===== src/rtl/pin_config_pkg.sv =====
// pin_config_pkg: FSM state encoding and default parameters for the pin configuration bank
package pin_config_pkg;
   localparam int DEF_NUM_FIELDS      = 2;
   localparam int DEF_FIELD_W         = 4;
   localparam int DEF_DEBOUNCE_CYCLES = 4;
   typedef enum logic {COLLECT = 1'b0, DONE = 1'b1} state_t;
endpackage


===== src/rtl/pin_debounce.sv =====
// pin_debounce: accepts a new Start level after it holds for DEBOUNCE_CYCLES cycles, pulses Press on rising acceptance
module pin_debounce
   import pin_config_pkg::*;
#(
   parameter int DEBOUNCE_CYCLES = DEF_DEBOUNCE_CYCLES
) (
   input  logic Clk,
   input  logic Reset,
   input  logic Start,
   output logic Start_Stable,
   output logic Press
);
   localparam int CW = DEBOUNCE_CYCLES > 1 ? $clog2(DEBOUNCE_CYCLES) : 1;
   localparam logic [CW-1:0] LAST = CW'(DEBOUNCE_CYCLES - 1);
   logic [CW-1:0] count;
   // count consecutive cycles Start disagrees with the accepted level; accept on the last one
   always_ff @(posedge Clk) begin
      if (Reset) begin
         Start_Stable <= 1'b0;
         count        <= '0;
         Press        <= 1'b0;
      end else begin
         Press <= 1'b0;
         if (Start == Start_Stable) begin
            count <= '0;
         end else if (count == LAST) begin
            Start_Stable <= Start;
            count        <= '0;
            Press        <= Start;
         end else begin
            count <= count + 1'b1;
         end
      end
   end
endmodule


===== src/rtl/pin_config_bank.sv =====
// pin_config_bank: captures Switches into successive fields on debounced presses, then locks until Unlock
module pin_config_bank
   import pin_config_pkg::*;
#(
   parameter int NUM_FIELDS      = DEF_NUM_FIELDS,
   parameter int FIELD_W         = DEF_FIELD_W,
   parameter int DEBOUNCE_CYCLES = DEF_DEBOUNCE_CYCLES
) (
   input  logic                                               Clk,
   input  logic                                               Reset,
   input  logic                                               Start,
   input  logic                                               Unlock,
   input  logic [FIELD_W-1:0]                                 Switches,
   output logic [NUM_FIELDS*FIELD_W-1:0]                      Fields_Out,
   output logic [(NUM_FIELDS > 1 ? $clog2(NUM_FIELDS) : 1)-1:0] Field_Index,
   output logic [NUM_FIELDS-1:0]                              Field_Valid,
   output logic                                               Done_Register
);
   localparam int IW = NUM_FIELDS > 1 ? $clog2(NUM_FIELDS) : 1;
   localparam logic [IW-1:0] LAST = IW'(NUM_FIELDS - 1);
   state_t state;
   logic   press;
   logic   start_stable_unused;
   logic   last;
   pin_debounce #(.DEBOUNCE_CYCLES(DEBOUNCE_CYCLES)) u_debounce (
      .Clk          (Clk),
      .Reset        (Reset),
      .Start        (Start),
      .Start_Stable (start_stable_unused),
      .Press        (press)
   );
   // the final field of a pass wraps the index and locks the bank
   always_comb last = Field_Index == LAST;
   // collect fields on presses; Unlock restarts the pass but keeps captured values
   always_ff @(posedge Clk) begin
      if (Reset) begin
         state         <= COLLECT;
         Fields_Out    <= '0;
         Field_Index   <= '0;
         Field_Valid   <= '0;
         Done_Register <= 1'b0;
      end else if (Unlock) begin
         state         <= COLLECT;
         Field_Index   <= '0;
         Field_Valid   <= '0;
         Done_Register <= 1'b0;
      end else if (state == COLLECT && press) begin
         Fields_Out[Field_Index*FIELD_W +: FIELD_W] <= Switches;
         Field_Valid[Field_Index]                   <= 1'b1;
         Field_Index                                <= last ? '0 : Field_Index + 1'b1;
         state                                      <= last ? DONE : COLLECT;
         Done_Register                              <= last;
      end
   end
endmodule

===== config.mk =====
export PLATFORM = sky130hd
export DESIGN_NAME = pin_config_bank
export DESIGN_NICKNAME = d
export VERILOG_FILES = /design/src/rtl/pin_config_pkg.sv /design/src/rtl/pin_debounce.sv /design/src/rtl/pin_config_bank.sv
export SDC_FILE = /design/constraint.sdc
export NUM_CORES = 1
export LEC_CHECK = 0
export BUFFER_PORTS_ARGS = -buffer_cell sky130_fd_sc_hd__clkbuf_2
export CAP_MARGIN = 10
export CORE_AREA = 4 4 51 48
export CTS_CLUSTER_DIAMETER = 120
export DETAILED_ROUTE_END_ITERATION = 10
export DIE_AREA = 0 0 55 52
export HOLD_SLACK_MARGIN = 0.12
export PLACE_DENSITY = 0.61
export SLEW_MARGIN = 20
export SYNTH_ARGS = -nofsm -noshare
export SYNTH_HDL_FRONTEND = slang
export SYNTH_SLANG_ARGS = --single-unit
export TNS_END_PERCENT = 30

===== constraint.sdc =====
create_clock -name Clk -period 1.65 [get_ports Clk]
set_clock_uncertainty 0.05 [all_clocks]
set_input_delay 0.2475 -clock Clk [delete_from_list [all_inputs] [get_ports Clk]]
set_output_delay 0.2475 -clock Clk [all_outputs]
set_load 0.02 [all_outputs]

### Word-level counts from Yosys, hierarchy flattened

Cells that the tools add are included.
W data, S select, Z words.

| word-level totals | value |
|---|---|
| register bits | 17 |
| input port bits | 8 |

| cells by class | value |
|---|---|
| add/sub/neg operators | 3 |
| magnitude comparators | 2 |
| equality and inequality tests | 2 |
| shift operators | 2 |
| muxes and demuxes | 5 |
| bitwise operators | 5 |
| reductions and logical operators | 7 |

Operators with widths:

| operator | count |
|---|---|
| $neg A3 Y34 | 1 |
| $shift A4 B34 Y8 const A | 1 |
| $shiftx A4 B34 Y8 | 1 |
| $bwmux W8 | 1 |
| $reduce_or A3 Y1 | 2 |
| $not A1 Y1 | 4 |
| $reduce_and A2 Y1 | 2 |
| $mux W1 | 3 |
| $add A2 B1 Y2 const B | 1 |
| $eq A2 B2 Y1 const B | 1 |
| $logic_and A1 B1 Y1 | 2 |
| $lt A1 B2 Y1 const B | 1 |
| $or A2 B2 Y2 | 1 |
| $reduce_or A2 Y1 | 1 |
| $add A1 B1 Y1 const B | 1 |
| $demux W1 S1 | 1 |
| $eq A1 B1 Y1 | 1 |
| $ge A1 B1 Y1 const B | 1 |

### Longest topological paths before layout

Gate-level depths: netlist (run 1).

| logic depth | value |
|---|---|
| depth after elaboration | 5 |
| mapped depth | 4 |
| depth with buffers taken out | 3 |

### By module

A second synthesis (run 1) with hierarchy kept.

| unflattened totals | value |
|---|---|
| cell total of the unflattened synthesis | 53 |
| area, all modules | 598.1 um^2 |

Modules (own cells, without submodules):

| module | instances | cells an instance | area an instance (um^2) | seq. area each (um^2) |
|---|---|---|---|---|
| pin_config_bank | 1 | 42 | 449.2 | 240.2 |
| pin_debounce | 1 | 11 | 148.9 | 80.1 |

### Worst setup path before layout (run 1)

Ideal clock, no wire load.

| timing | value |
|---|---|
| path kind | register to register |
| start point | reg Field_Index |
| end point | reg Fields_Out[4] |
| setup time | 0.128 ns |
| arrival | 1.175 ns |
| required time | 1.472 ns |
| slack | 0.297 ns |
| stages on the path, launching flop included | 5 |
| path buffers | 1 |
| clock period less this slack | 1.353 ns |
| cell sequence | dfxtp_1 nor4bb_1 buf_4 mux2i_1 nor2_1 |

| between the ends | value |
|---|---|
| word-level cells in the longest chain between the ends | 3 |

RTL lines:

| item | line | RTL |
|---|---|---|
| start, declared | pin_config_bank.sv:15 | `output logic [(NUM_FIELDS > 1 ? $clog2(NUM_FIELDS) : 1)-1:0] Field_Index,` |
| start signal, assigned | pin_config_bank.sv:50 | `Field_Index <= last ? '0 : Field_Index + 1'b1;` |
| $neg A3 Y34 (*) | pin_config_bank.sv:48 | `Fields_Out[Field_Index*FIELD_W +: FIELD_W] <= Switches;` |
| $shiftx A4 B34 Y8 or $shift A4 B34 Y8 (tied branches) | pin_config_bank.sv:48 |  |
| $bwmux W8 (*) | pin_config_bank.sv:48 |  |
| end signal, assigned by index | pin_config_bank.sv:48 |  |
| end, declared | pin_config_bank.sv:14 | `output logic [NUM_FIELDS*FIELD_W-1:0] Fields_Out,` |

Every way passes the cells marked *; elsewhere a longest branch is shown, timed or not.
A chain may end at the register's enable or synchronous reset.

### Final worst setup path (run 1)

| timing | value |
|---|---|
| start point | reg Field_Index |
| end point | reg Fields_Out[3] |

Same word-level chain as after synthesis.

==> impl_metrics.ini, run 1 <==
[floorplanning]
pin_count = 20
die_h_um = 52
initial_core_util_pct = 31.2
dieArea_mm2 = 0.00286
row_count = 15
design.core.area_mm2 = 0.00190
die_w_um = 55

[worst_setup_path]
crit_buf_inv = 0
startpoint_type = flip-flop
crit_chain = nor4b_4, mux2i_1, nor2_1
critPathSlowestCell = nor4b_4
critPathTopFamily = simple AND/OR/NAND/NOR gates
r2r_setup_slack_ns = 0.32
crit_required_ns = 1.77
end_kind = flip-flop
path_depth = 3
crit_type = reg -> reg
rr_worst_depth = 3
cp_data_arrival_time_ns = 1.45
max_stage_delay_ns = 0.49
crit_fanout = 7

[pwr]
p_per_area_mw_per_mm2 = 892
p_leak_nw = 0.302
irDropWorstVdd_v = 0.000522

[routing]
met1_length_um = 480
wl_met2_um = 445
antenna_left = 0
totalWireLength_mm = 1.03
wl_per_cell_um = 10.1
viasPerCell = 4.33
met3_length_um = 89
vias = 442
drt_pass1_iterations = 4
drcViolationCount = 0
drt_iter0_drc = 5
routed.top_layer = met4

[sta]
post-route-period-util_pct = 80.6
max_freq_ghz = 0.752
setup_viol = 0
rsz0062_at_grt = false
hold_violations = 0
setup_tns_ns = 0
final_max_slew_viol_count = 0
tightest_slew_ns = 0.430
period_minus_slack_ns = 1.33
max_slew_margin_pct = 71.2

[grt]
antenna_found_initial = 0
grt_util_all_layers_pct = 8.79
grt-ovfl-total = 0
grt_first_pass_wirelength_mm = 1.79
grt_pass1_vias = 421
grt_max_degree = 16

[clock_tree]
ctsResizeCount = 0
cts_hold_buffers = 0
cts_tree = yes
insertion_delay_ns = 0.28
clock-sinks = 16
cts_buffer_depth = 2
cts_buffers = 3
htreeDepth = 1
cts.reportedPaths.clkPinSlew_ns = 0.09
cts.root.buffer_cell = clkbuf_4
cts_setup_buffers = 0

[finish]
stdcell_count = 102
n_fill_cell = 195
syn_to_final_growth_pct = 26.8
antenna_cells = 0
drive_above_1_share_pct = 32.5
design_area_um2 = 751
nets = 87

[logic_synthesis]
syn_area_um2 = 592
synth_nets = 64
yosys_register_bits = 16
ys_warn_count = 0
ys_seq_area_share_pct = 54.1
avgSynthCellArea_um2 = 10.8
synth_cell_types = 14
postSynthCellCount = 55

[hold_path]
hold_path.class = in -> reg
whs_path_depth = 3

[placement]
hpwl_um = 780
gp_congestion = 0.676
port_buffers = 19
dpl_cell_area_um2 = 714
placed_cells = 98

[job]
maxCapViolations = 0

[run_status]
status = complete, no violations
routing by layer:
layer,GRT usage [%],up-vias
met1,10.8,197
li1,-,230
met5,0,-
met3,4.01,2
met4,3.64,0
met2,13.0,13
worst reg2reg max path, delay by kind of cell (launching register included):
kind,cells,cell delay (ns)
and+or+nand+nor,2,0.54
muxes,1,0.24
DFF,1,0.40
final timing paths:
kind,end,start
worst min-delay path,Fields_Out[7],Switches[3]
worst max register to register,Fields_Out[3],Field_Index
worst max-delay path,Fields_Out[3],Field_Index
worst min register to register,u_debounce.count[0],u_debounce.count[0]
flip-flops by register name, summed over array words and instances (netlist names):
name,count
Fields_Out,8
Field_Valid,2
u_debounce.count,2
Done_Register,1
Field_Index,1
u_debounce.Press,1
u_debounce.Start_Stable,1
metrics by stage:
step | util, % | setup WS, ns | hold WS [ns] | total power (W)
floorplan | - | 0.297 | 0.274 | 0.000410
global placement | 37.7 | 0.332 | 0.355 | 0.000425
detailed placement | 37.7 | 0.319 | 0.372 | 0.000426
CTS | 39.6 | 0.297 | 0.159 | 0.000683
global route | 39.6 | 0.182 | 0.180 | 0.000708
finish | 39.6 | 0.320 | 0.167 | 0.000669
power by group:
group	switching, W	internal (W)	total [W]
sequential	0.00000141	0.000389	0.000390
combinational	0.0000151	0.0000108	0.0000259
clock	0.000119	0.000134	0.000253
total	0.000136	0.000534	0.000669
cell usage in the layout, fill, tap and decap left out, types with 2 or more instances in the layout:
cell type   n
mux2i_1     9
nor2_1     11
a21oi_1     3
nor3_1      4
inv_1       2
clkbuf_4    3
xnor2_1     2
dfxtp_1    16
clkbuf_2   19
nor4bb_1    2
synthesized netlist by cell type:
library cell	n	area, µm²
a21oi_1	3	15.0
buf_4	1	7.51
clkbuf_1	1	3.75
dfxtp_1	16	320
ha_1	1	12.5
inv_1	2	7.51
mux2i_1	9	90.1
nor2_1	11	41.3
nor2b_1	1	6.26
nor3_1	4	20.0
nor4b_4	1	23.8
nor4bb_1	2	20.0
or3_1	1	6.26
xnor2_1	2	17.5
logic make-up after synthesis:
group / Yosys count / synth area share, %
buf+inv: 4 / 3.17
xor+xnor: 2 / 2.96
simple gates: 20 / 19.9
mux: 9 / 15.2
flops: 16 / 54.1
compound gates: 3 / 2.54
fa+ha+maj: 1 / 2.11
area by class of cell:
type                            instances  area [µm²]  area share (%)
Sequential cell                        16         320            42.7
Multi-Input combinational cell         35         253            33.7
Timing Repair Buffer                   20         103            13.7
Clock buffer                            4        36.3            4.83
Tap cell                               25        31.3            4.17
Inverter                                2        7.51            1.00
Note: power is estimated with default switching activity, not from simulation.
==> run 2, diff against run 1 <==
PLACE_DENSITY = 0.63   (was 0.61)
clock period = 1.2 ns   (was 1.65 ns; I/O delays follow)
==> run 2 against run 1 <==
  * The run now ends with negative setup slack left
  * Largest cell class unchanged
  * Total power is 42% higher
  * Largest power group unchanged
  * First-iteration DRC count shrank 20%
  * Register-to-register slack lost 0.31 ns
  * Global-route usage up 1.0 points
  * Via count grew 13%
  * Cell area is 16% higher
==> impl_metrics.ini, run 2 (synthesized netlist as in run 1, its figures left out) <==
[finish]
reg_top3 = Fields_Out x8, Field_Valid x2, u_debounce.count x2
syn_to_final_growth_pct = 46.5
nets = 98
top_register = Fields_Out
drive_above_1_share_pct = 40.9
fin_util_pct = 45.7
largest_reg_flops = 8
antenna_cells = 0
final_common_cell = clkbuf_2
n_fill_cell = 183
final_cell_mix = clkbuf_2 (18), dfxtp_1 (13), nor2_1 (11)

[hold_path]
min_from = Reset
whs_path_depth = 2
hold_path.class = in -> reg

[sta]
max_freq_ghz = 0.825
hold_violations = 0
tightest_slew_ns = 0.208
setup_viol = 1
max_slew_margin_pct = 85.9
rsz0062_at_grt = true
final_max_slew_viol_count = 0
post-route-period-util_pct = 101
fin_ws_ns = -0.0116
period_minus_slack_ns = 1.21

[routing]
drt_iter0_drc = 4
totalWireLength_mm = 1.24
vias = 499
drt_pass1_iterations = 2
wl_per_cell_um = 10.9
drcViolationCount = 0
viasPerCell = 4.42
antenna_left = 0

[placement]
gp_congestion = 0.647
hpwl_um = 909
port_buffers = 19

[clock_tree]
htreeDepth = 1
insertion_delay_ns = 0.30
cts_buffer_depth = 2
cts_setup_buffers = 0
cts_tree = yes
cts.reportedPaths.clkPinSlew_ns = 0.09
cts_buffers = 3
cts.root.buffer_cell = clkbuf_4
clock-sinks = 16

[pwr]
irDropWorstVdd_v = 0.000751
p_per_area_mw_per_mm2 = 1100
power.total_w = 0.000952
p_leak_nw = 0.358

[grt]
grt-ovfl-total = 0
grt_pass1_vias = 451
grt_first_pass_wirelength_mm = 1.93
grt_util_all_layers_pct = 9.79
antenna_found_initial = 0
grt_max_degree = 10

[floorplanning]
die_w_um = 55
die_h_um = 52
design.core.area_mm2 = 0.00190
pin_count = 20
row_count = 15
dieArea_mm2 = 0.00286
initial_core_util_pct = 31.2

[run_status]
violations = negative setup slack
status = complete, but fails checks

[worst_setup_path]
r2r-start = Done_Register
end_kind = output port
r2r_setup_slack_ns = 0.01
crit_type = reg -> out
rr_worst_depth = 4
startpoint_type = flip-flop
cp_data_arrival_time_ns = 0.98
crit_fanout = 3
crit_required_ns = 0.97
cp-startpoint = Done_Register

[job]
maxCapViolations = 0
-- run 2: where the power goes --
group          internal [W]  leakage, nW  switching, W
Clock              0.000185       0.0210      0.000178
Sequential         0.000532        0.131    0.00000188
Combinational     0.0000300        0.206     0.0000245
Total              0.000748        0.358      0.000204
-- run 2: per-layer routing --
metal	vias up	part of all wire (%)	GRT usage, %
met2	14	47	15.2
li1	254	-	-
met4	0	2.3	4.86
met3	5	6.2	5.16
met5	-	0	0
met1	226	44	10.7
-- run 2: worst max-delay path: stages (launching register included) --
cell and delay [ns]:
dfxtp_2 0.39, buf_4 0.14, clkbuf_2 0.16
-- run 2: layout make-up --
type / instances / area [µm²] / share of cell area (%)
clock buffer: 4 / 36.3 / 4.18
inverter: 2 / 7.51 / 0.866
multi-input combinational: 35 / 262 / 30.2
sequential: 16 / 327 / 37.7
tap: 25 / 31.3 / 3.61
timing repair buffer: 31 / 204 / 23.5
-- run 2: final timing paths --
check,endpoint
worst max-delay path,Done_Register
worst min-delay path,Field_Index
worst max register to register,Fields_Out[1]
worst min register to register,u_debounce.count[0]
-- run 2: what timing repair did --
item / in CTS / in global routing
pin swaps: 0 / 1
endpoints found under the hold margin: 9 / 0
gates resized for setup: 1 / 5
setup endpoints to repair: 3 / 13
hold buffers: 5 / 0
-- run 2: per-stage QoR --
stage	TNS, ns	setup WS, ns	cells	area (µm²)	hold WS (ns)
floorplan	0	0.00873	55	597	0.197
global placement	0	0.0125	104	764	0.355
detailed placement	-0.00700	-0.00528	104	764	0.367
CTS	0	0.00451	113	852	0.132
global route	-0.382	-0.0541	113	867	0.131
finish	-0.0116	-0.0116	113	867	0.126
